## config.mk

```make
export PLATFORM = sky130hd
export DESIGN_NAME = z_core_inst_encoder_flat
export DESIGN_NICKNAME = d
export VERILOG_FILES = /design/src/rtl/z_core_pkg.sv /design/src/rtl/z_core_inst_encoder_if.sv /design/src/rtl/z_core_inst_fifo.sv /design/src/rtl/z_core_inst_encoder.sv /design/src/flat_wrapper.sv
export SDC_FILE = /design/constraint.sdc
export NUM_CORES = 1
export LEC_CHECK = 0
export BUFFER_PORTS_ARGS = -buffer_cell sky130_fd_sc_hd__buf_4
export CORE_ASPECT_RATIO = 2
export CORE_MARGIN = 4
export CORE_UTILIZATION = 50
export CTS_CLUSTER_SIZE = 20
export DETAILED_ROUTE_END_ITERATION = 10
export HOLD_SLACK_MARGIN = 0.12
export PLACE_DENSITY = 0.86
export SKIP_LAST_GASP = 1
export SLEW_MARGIN = 20
export SYNTH_ARGS = -nofsm -noshare
export SYNTH_HDL_FRONTEND = slang
export SYNTH_SLANG_ARGS = --single-unit
export TNS_END_PERCENT = 50
```

## constraint.sdc

```tcl
create_clock -name clk -period 2.4 [get_ports clk]
set_input_delay 0.12 -clock clk [delete_from_list [all_inputs] [get_ports clk]]
set_output_delay 0.12 -clock clk [all_outputs]
set_load 0.005 [all_outputs]
```

## src/rtl/z_core_pkg.sv

```systemverilog
// z_core shared ALU-op, opcode and funct constants.
// Used by the instruction encoder and the ALU-control decoder.
package z_core_pkg;

  typedef enum logic [3:0] {
    ALU_ADD  = 4'd0,
    ALU_SUB  = 4'd1,
    ALU_SLL  = 4'd2,
    ALU_SLT  = 4'd3,
    ALU_SLTU = 4'd4,
    ALU_XOR  = 4'd5,
    ALU_SRL  = 4'd6,
    ALU_SRA  = 4'd7,
    ALU_OR   = 4'd8,
    ALU_AND  = 4'd9,
    ALU_BEQ  = 4'd10,
    ALU_BNE  = 4'd11,
    ALU_BLT  = 4'd12,
    ALU_BGE  = 4'd13,
    ALU_BLTU = 4'd14,
    ALU_BGEU = 4'd15
  } alu_op_e;

  localparam logic [6:0] OPC_R = 7'b0110011;
  localparam logic [6:0] OPC_I = 7'b0010011;
  localparam logic [6:0] OPC_B = 7'b1100011;

  localparam logic [6:0] F7_BASE = 7'b0000000;
  localparam logic [6:0] F7_ALT  = 7'b0100000;

  localparam logic [2:0] F3_ADD  = 3'b000;
  localparam logic [2:0] F3_SLL  = 3'b001;
  localparam logic [2:0] F3_SLT  = 3'b010;
  localparam logic [2:0] F3_SLTU = 3'b011;
  localparam logic [2:0] F3_XOR  = 3'b100;
  localparam logic [2:0] F3_SR   = 3'b101;
  localparam logic [2:0] F3_OR   = 3'b110;
  localparam logic [2:0] F3_AND  = 3'b111;

  localparam logic [2:0] F3_BEQ  = 3'b000;
  localparam logic [2:0] F3_BNE  = 3'b001;
  localparam logic [2:0] F3_BLT  = 3'b100;
  localparam logic [2:0] F3_BGE  = 3'b101;
  localparam logic [2:0] F3_BLTU = 3'b110;
  localparam logic [2:0] F3_BGEU = 3'b111;

  localparam logic [31:0] NOP_WORD = 32'h0000_0013;
  localparam int          ENT_W    = 33;

  function automatic logic [2:0] op_f3(alu_op_e op);
    unique case (op)
      ALU_ADD, ALU_SUB: return F3_ADD;
      ALU_SLL:          return F3_SLL;
      ALU_SLT:          return F3_SLT;
      ALU_SLTU:         return F3_SLTU;
      ALU_XOR:          return F3_XOR;
      ALU_SRL, ALU_SRA: return F3_SR;
      ALU_OR:           return F3_OR;
      ALU_AND:          return F3_AND;
      ALU_BEQ:          return F3_BEQ;
      ALU_BNE:          return F3_BNE;
      ALU_BLT:          return F3_BLT;
      ALU_BGE:          return F3_BGE;
      ALU_BLTU:         return F3_BLTU;
      ALU_BGEU:         return F3_BGEU;
      default:          return F3_ADD;
    endcase
  endfunction

endpackage

```

## src/rtl/z_core_inst_encoder_if.sv

```systemverilog
// Request and instruction valid/ready bundle of the encoder.
// master: requester/consumer side; slave: encoder side.
interface z_core_inst_encoder_if;
  logic        req_valid;
  logic        req_ready;
  logic [3:0]  req_op;
  logic        req_use_imm;
  logic [4:0]  req_rd;
  logic [4:0]  req_rs1;
  logic [4:0]  req_rs2;
  logic [12:0] req_imm;
  logic        inst_valid;
  logic        inst_ready;
  logic [31:0] inst_data;
  logic        inst_err;
  logic        err_sticky;
  logic        err_clr;

  modport master (
    output req_valid, req_op, req_use_imm,
    output req_rd, req_rs1, req_rs2, req_imm,
    output inst_ready, err_clr,
    input  req_ready, inst_valid, inst_data,
    input  inst_err, err_sticky
  );

  modport slave (
    input  req_valid, req_op, req_use_imm,
    input  req_rd, req_rs1, req_rs2, req_imm,
    input  inst_ready, err_clr,
    output req_ready, inst_valid, inst_data,
    output inst_err, err_sticky
  );
endinterface

```

## src/rtl/z_core_inst_fifo.sv

```systemverilog
// Registered valid/ready FIFO, power-of-two depth.
// No full-bypass: a full FIFO refuses pushes even while popping.
module z_core_inst_fifo #(
  parameter int W     = 33,
  parameter int DEPTH = 2
) (
  input  logic         clk,
  input  logic         rstn,
  input  logic         in_valid_i,
  output logic         in_ready_o,
  input  logic [W-1:0] in_data_i,
  output logic         out_valid_o,
  input  logic         out_ready_i,
  output logic [W-1:0] out_data_o
);
  localparam int AW = $clog2(DEPTH);
  localparam int CW = $clog2(DEPTH + 1);

  logic [W-1:0]  mem_q [DEPTH];
  logic [AW-1:0] wptr_q, rptr_q;
  logic [CW-1:0] cnt_q, cnt_d;
  logic          push, pop;

  assign in_ready_o  = cnt_q < CW'(DEPTH);
  assign out_valid_o = cnt_q != '0;
  assign out_data_o  = mem_q[rptr_q];
  assign push = in_valid_i & in_ready_o;
  assign pop  = out_valid_o & out_ready_i;

  always_comb begin
    cnt_d = cnt_q;
    unique case (1'b1)
      push && !pop: cnt_d = cnt_q + CW'(1);
      pop && !push: cnt_d = cnt_q - CW'(1);
      default:      cnt_d = cnt_q;
    endcase
  end

  always_ff @(posedge clk or negedge rstn) begin
    if (!rstn) begin
      wptr_q <= '0;
      rptr_q <= '0;
      cnt_q  <= '0;
      for (int i = 0; i < DEPTH; i++)
        mem_q[i] <= '0;
    end else begin
      cnt_q <= cnt_d;
      if (push) begin
        mem_q[wptr_q] <= in_data_i;
        wptr_q        <= wptr_q + AW'(1);
      end
      if (pop)
        rptr_q <= rptr_q + AW'(1);
    end
  end
endmodule

```

## src/rtl/z_core_inst_encoder.sv

```systemverilog
// ALU-op request to RV32I R/I/B word encoder with output FIFO.
// Z_CORE_ENC_CHECK_EN: illegal requests become NOP with err set.
import z_core_pkg::*;

module z_core_inst_encoder #(
  parameter int FIFO_DEPTH = 2
) (
  input logic clk,
  input logic rstn,
  z_core_inst_encoder_if.slave bus
);
  alu_op_e          op;
  logic             is_br, is_sh, use_i, illegal;
  logic [2:0]       f3;
  logic [6:0]       f7;
  logic [31:0]      word;
  logic [ENT_W-1:0] ent, head;
  logic             push, err_q, err_d;
  logic [4:0]       rd, rs1, rs2;
  logic [12:0]      imm;

  assign rd  = bus.req_rd;
  assign rs1 = bus.req_rs1;
  assign rs2 = bus.req_rs2;
  assign imm = bus.req_imm;

  always_comb begin
    op    = alu_op_e'(bus.req_op);
    is_br = op >= ALU_BEQ;
    is_sh = op inside {ALU_SLL, ALU_SRL, ALU_SRA};
    use_i = bus.req_use_imm & ~is_br;
    f3    = op_f3(op);
    f7    = F7_BASE;
    if (op == ALU_SRA || (op == ALU_SUB && !use_i))
      f7 = F7_ALT;
    word = '0;
    unique case (1'b1)
      is_br:
        word = {imm[12], imm[10:5], rs2, rs1,
                f3, imm[4:1], imm[11], OPC_B};
      use_i && is_sh:
        word = {f7, imm[4:0], rs1, f3, rd, OPC_I};
      use_i && !is_sh:
        word = {imm[11:0], rs1, f3, rd, OPC_I};
      default:
        word = {f7, rs2, rs1, f3, rd, OPC_R};
    endcase
  end

`ifdef Z_CORE_ENC_CHECK_EN
  always_comb begin
    illegal = 1'b0;
    unique case (1'b1)
      is_br:          illegal = imm[0];
      use_i && is_sh: illegal = imm[12:5] != '0;
      use_i && !is_sh:
        illegal = (op == ALU_SUB) || (imm[12] != imm[11]);
      default:        illegal = 1'b0;
    endcase
  end
`else
  assign illegal = 1'b0;
`endif

  assign ent = illegal ? {1'b1, NOP_WORD} : {1'b0, word};

  z_core_inst_fifo #(
    .W     (ENT_W),
    .DEPTH (FIFO_DEPTH)
  ) u_fifo (
    .clk         (clk),
    .rstn        (rstn),
    .in_valid_i  (bus.req_valid),
    .in_ready_o  (bus.req_ready),
    .in_data_i   (ent),
    .out_valid_o (bus.inst_valid),
    .out_ready_i (bus.inst_ready),
    .out_data_o  (head)
  );

  assign bus.inst_data = head[31:0];
  assign bus.inst_err  = head[32];

  assign push  = bus.req_valid & bus.req_ready;
  // a new illegal accept beats a same-cycle clear
  assign err_d = (push & illegal) | (err_q & ~bus.err_clr);

  always_ff @(posedge clk or negedge rstn) begin
    if (!rstn) err_q <= 1'b0;
    else       err_q <= err_d;
  end

  assign bus.err_sticky = err_q;
endmodule

```

## src/flat_wrapper.sv

```systemverilog
// flat-port wrapper written by rule: the top's interface ports become plain ports
module z_core_inst_encoder_flat 
#(
  parameter int FIFO_DEPTH = 2
)
  (clk, rstn, bus_req_valid, bus_req_op, bus_req_use_imm, bus_req_rd, bus_req_rs1, bus_req_rs2, bus_req_imm, bus_inst_ready, bus_err_clr, bus_req_ready, bus_inst_valid, bus_inst_data, bus_inst_err, bus_err_sticky);
  z_core_inst_encoder_if bus_i ();
  input logic clk;
  input logic rstn;
  input wire logic [$bits(bus_i.req_valid)-1:0] bus_req_valid;
  input wire logic [$bits(bus_i.req_op)-1:0] bus_req_op;
  input wire logic [$bits(bus_i.req_use_imm)-1:0] bus_req_use_imm;
  input wire logic [$bits(bus_i.req_rd)-1:0] bus_req_rd;
  input wire logic [$bits(bus_i.req_rs1)-1:0] bus_req_rs1;
  input wire logic [$bits(bus_i.req_rs2)-1:0] bus_req_rs2;
  input wire logic [$bits(bus_i.req_imm)-1:0] bus_req_imm;
  input wire logic [$bits(bus_i.inst_ready)-1:0] bus_inst_ready;
  input wire logic [$bits(bus_i.err_clr)-1:0] bus_err_clr;
  output wire logic [$bits(bus_i.req_ready)-1:0] bus_req_ready;
  output wire logic [$bits(bus_i.inst_valid)-1:0] bus_inst_valid;
  output wire logic [$bits(bus_i.inst_data)-1:0] bus_inst_data;
  output wire logic [$bits(bus_i.inst_err)-1:0] bus_inst_err;
  output wire logic [$bits(bus_i.err_sticky)-1:0] bus_err_sticky;
  assign bus_i.req_valid = bus_req_valid;
  assign bus_i.req_op = bus_req_op;
  assign bus_i.req_use_imm = bus_req_use_imm;
  assign bus_i.req_rd = bus_req_rd;
  assign bus_i.req_rs1 = bus_req_rs1;
  assign bus_i.req_rs2 = bus_req_rs2;
  assign bus_i.req_imm = bus_req_imm;
  assign bus_i.inst_ready = bus_inst_ready;
  assign bus_i.err_clr = bus_err_clr;
  assign bus_req_ready = bus_i.req_ready;
  assign bus_inst_valid = bus_i.inst_valid;
  assign bus_inst_data = bus_i.inst_data;
  assign bus_inst_err = bus_i.inst_err;
  assign bus_err_sticky = bus_i.err_sticky;
  z_core_inst_encoder #(.FIFO_DEPTH(FIFO_DEPTH)) u_core (.clk(clk), .rstn(rstn), .bus(bus_i));
endmodule
```

==> results.py <==
metrics = {
    "run_status": {
        "outcome": "finished, final reports clean",
    },
    "sta": {
        "setup_violations": 0,
        "rsz0062_at_grt": "no",
        "post-route-period-util": 0.746,
        "clock.fmax_mhz": 558,
        "slew_headroom": 0.428,
        "hold_violations": 0,
        "finalCriticalPeriod_ns": 1.79,
        "tightest_slew_ns": 0.858,
        "tns_ns": 0,
        "slew_violations": 0,
        "clock-skew-final_ns": 0.00648,
    },
    "critical_path": {
        "critPathCaptureType": "register",
        "startpoint_type": "input pin",
        "cpMaxStageDelayCell": "dlygate4sd3_1",
        "crit_buf_inv": 3,
        "critical_path.cell_chain": "buf_4 -> o21ai_1 -> buf_4 -> mux2i_1 -> dlygate4sd3_1 -> o21ai_0",
        "critPathArrivalTime_ns": 1.95,
        "crit_top_cell": "buf_4",
        "critPathMaxFanout": 12,
        "cpPeakStageDelay_ns": 0.59,
        "crit_family": "buffers and inverters",
        "rrSetupSlack_ns": 0.73,
        "crit_required_ns": 2.56,
        "setup.worst_path.class": "in2reg",
    },
    "pwr": {
        "p_leak_uw": 0.00200,
        "power.total_uw": 4880,
        "powerDensity_nw_per_um2": 1200,
        "peakVddDrop_uv": 708,
    },
    "detailed_routing": {
        "drt_iter0_markers": 71,
        "detail_route.first_pass.iterations": 4,
        "num_vias": 2472,
        "drc": 0,
        "drt-total-wl_um": 7360,
        "ant_nets": 0,
        "vias_per_cell": 5.35,
        "wl_per_cell_um": 15.9,
    },
    "cts": {
        "cts_setup_buffers": 0,
        "clk_latency_ns": 0.33,
        "cts_inserted_buffers": 9,
        "cts.sinks": 63,
        "clk_path_buf_depth": 2,
        "ctsHoldBuffers": 26,
        "post_cts_resized": 0,
        "cts_tree": "done",
        "htreeDepth": 3,
        "clkSlewWorstSetupHoldPaths_ns": 0.05,
        "root_buffer": "clkbuf_16",
    },
    "die": {
        "die_y_um": 118,
        "core_region_area_um2": 5760,
        "fp-row-count": 39,
        "die_w_um": 62.8,
        "dieArea_um2": 7390,
        "ioPinCount": 74,
        "initial_core_util": 0.522,
    },
    "global_route": {
        "grt_pass1_wl_um": 12400,
        "grt_max_degree": 64,
        "grt_overflow": 0,
        "antenna_found_initial": 0,
        "gr-usage-all-layers": 0.213,
        "grt_pass1_vias": 2661,
    },
    "final_layout": {
        "layout.nets": 436,
        "final_cells": 462,
        "diodes": 0,
        "drive_above_1_share": 0.317,
        "areaGrowthSynthToFinish_pct": 35.1,
    },
    "yosys": {
        "avgSynthCellArea_um2": 9.89,
        "yosysWarnings": 0,
        "synth_compound_area_frac": 0.108,
        "synth_commonest_cells": "nand2_1, dfrtp_1, o21ai_0, mux2_2, nor2_1",
        "ys_ff_latch": 63,
        "muxShareOfSynthArea": 0.146,
        "synth_ff_type": "dfrtp_1",
        "postSynthCellCount": 304,
        "synth-simple-area-share": 0.155,
        "synthTopCellsByArea": "dfrtp_1, mux2_2, nand2_1",
        "yosysSeqAreaShare": 0.525,
        "synthXorXnorAreaFrac": 0.0117,
        "synth_top_family_by_area": "simple AND/OR/NAND/NOR gates",
        "synth-edff-count": 0,
        "yosysTopAreaCell": "dfrtp_1",
        "synth_adder_area_share": 0.00833,
        "ys_async_sr_fraction": 1.00,
        "synth_area_um2": 3010,
        "synth_cell_types": 33,
        "synth.most_common_cell": "nand2_1",
        "synth_top_area_share": 0.525,
    },
    "placement": {
        "place.gp.congestion": 0.748,
        "dp_hpwl_um": 4630,
        "io_buffers": 70,
        "placed_cells": 420,
    },
    "run": {
        "drv_cap": 0,
    },
    "hold_path": {
        "hp-class": "in2reg",
    },
}
## worst paths after layout
path | to | start | depth (start not counted)
setup / recovery | u_core.u_fifo.mem_q[44] | bus_req_op[1] | 6
hold reg to reg | u_core.u_fifo.mem_q[1] | u_core.u_fifo.mem_q[1] | 1
min in group asynchronous | u_core.u_fifo.mem_q[57] | rstn | 2
setup reg to reg | u_core.u_fifo.mem_q[46] | u_core.u_fifo.cnt_q[1] | 3
max in group asynchronous | u_core.u_fifo.mem_q[31] | rstn | 2
hold / removal | u_core.u_fifo.mem_q[23] | bus_req_rs2[3] | 3
## placed cells by master (no fill, tap or decap), drive strengths merged, types with 4 or more instances in the layout
master	Yosys	routed
o21ai	41	41
clkbuf	8	10
nor2b	4	4
nand2b	4	4
dlygate4sd3	0	26
mux2	30	30
dfrtp	63	63
nand2	86	86
mux2i	10	10
nor2	11	11
inv	4	4
buf	14	75
## kinds of logic (layout without fill, tap and decap cells)
kind of cell,count (synthesis),after routing
muxes,40,40
other,1,3
buffers and inverters,26,121
DFF,63,63
AOI/OAI and AO/OA,56,56
xor gates and xnor gates,4,4
and+or+nand+nor,112,112
adders and majority gates,2,2
## tightest hold or removal path, delay by kind of cell
kind	cells	cell delay, ns
muxes	1	0.07
buffers and inverters	1	0.08
AOI/OAI and AO/OA	1	0.15
## layout make-up
type,count,area (um2)
inverters,4,15.0
clock buffers,10,229
well taps,61,76.3
clock inverters,6,37.5
flip-flops and latches,63,1580
multi-input cells,217,1300
fillers,420,1700
repair buffers,101,823
## state kept, by name, indices dropped and copies added (netlist names)
| register | count |
|---|---|
| u_core.u_fifo.rptr_q | 1 |
| u_core.u_fifo.cnt_q | 2 |
| u_core.u_fifo.mem_q | 58 |
| u_core.u_fifo.wptr_q | 1 |
| u_core.bus.err_sticky | 1 |
## where the power goes
group / switching, uW / leakage [uW] / internal [uW]
Sequential: 242 / 0.000779 / 1530
Clock: 450 / 0.000124 / 691
Combinational: 912 / 0.00110 / 1060
## per-layer routing
metal	global-route usage	wire length, um	vias up
li1	-	-	1199
met1	0.224	2770	1183
met2	0.382	4070	76
met3	0.0478	339	14
met4	0.118	176	0
met5	0	0	-
## through the flow
step	utilization	instance area, um2	worst slack [ns]	hold slack (ns)
2_1_floorplan	-	3010	0.924	-0.176
3_3_place_gp	0.614	3530	0.775	0.236
3_5_place_dp	0.614	3530	0.789	0.249
4_1_cts	0.705	4060	0.694	0.123
5_1_grt	0.705	4060	0.494	0.147
6_report	0.705	4060	0.609	0.128
(Power assumes the default switching activity.)
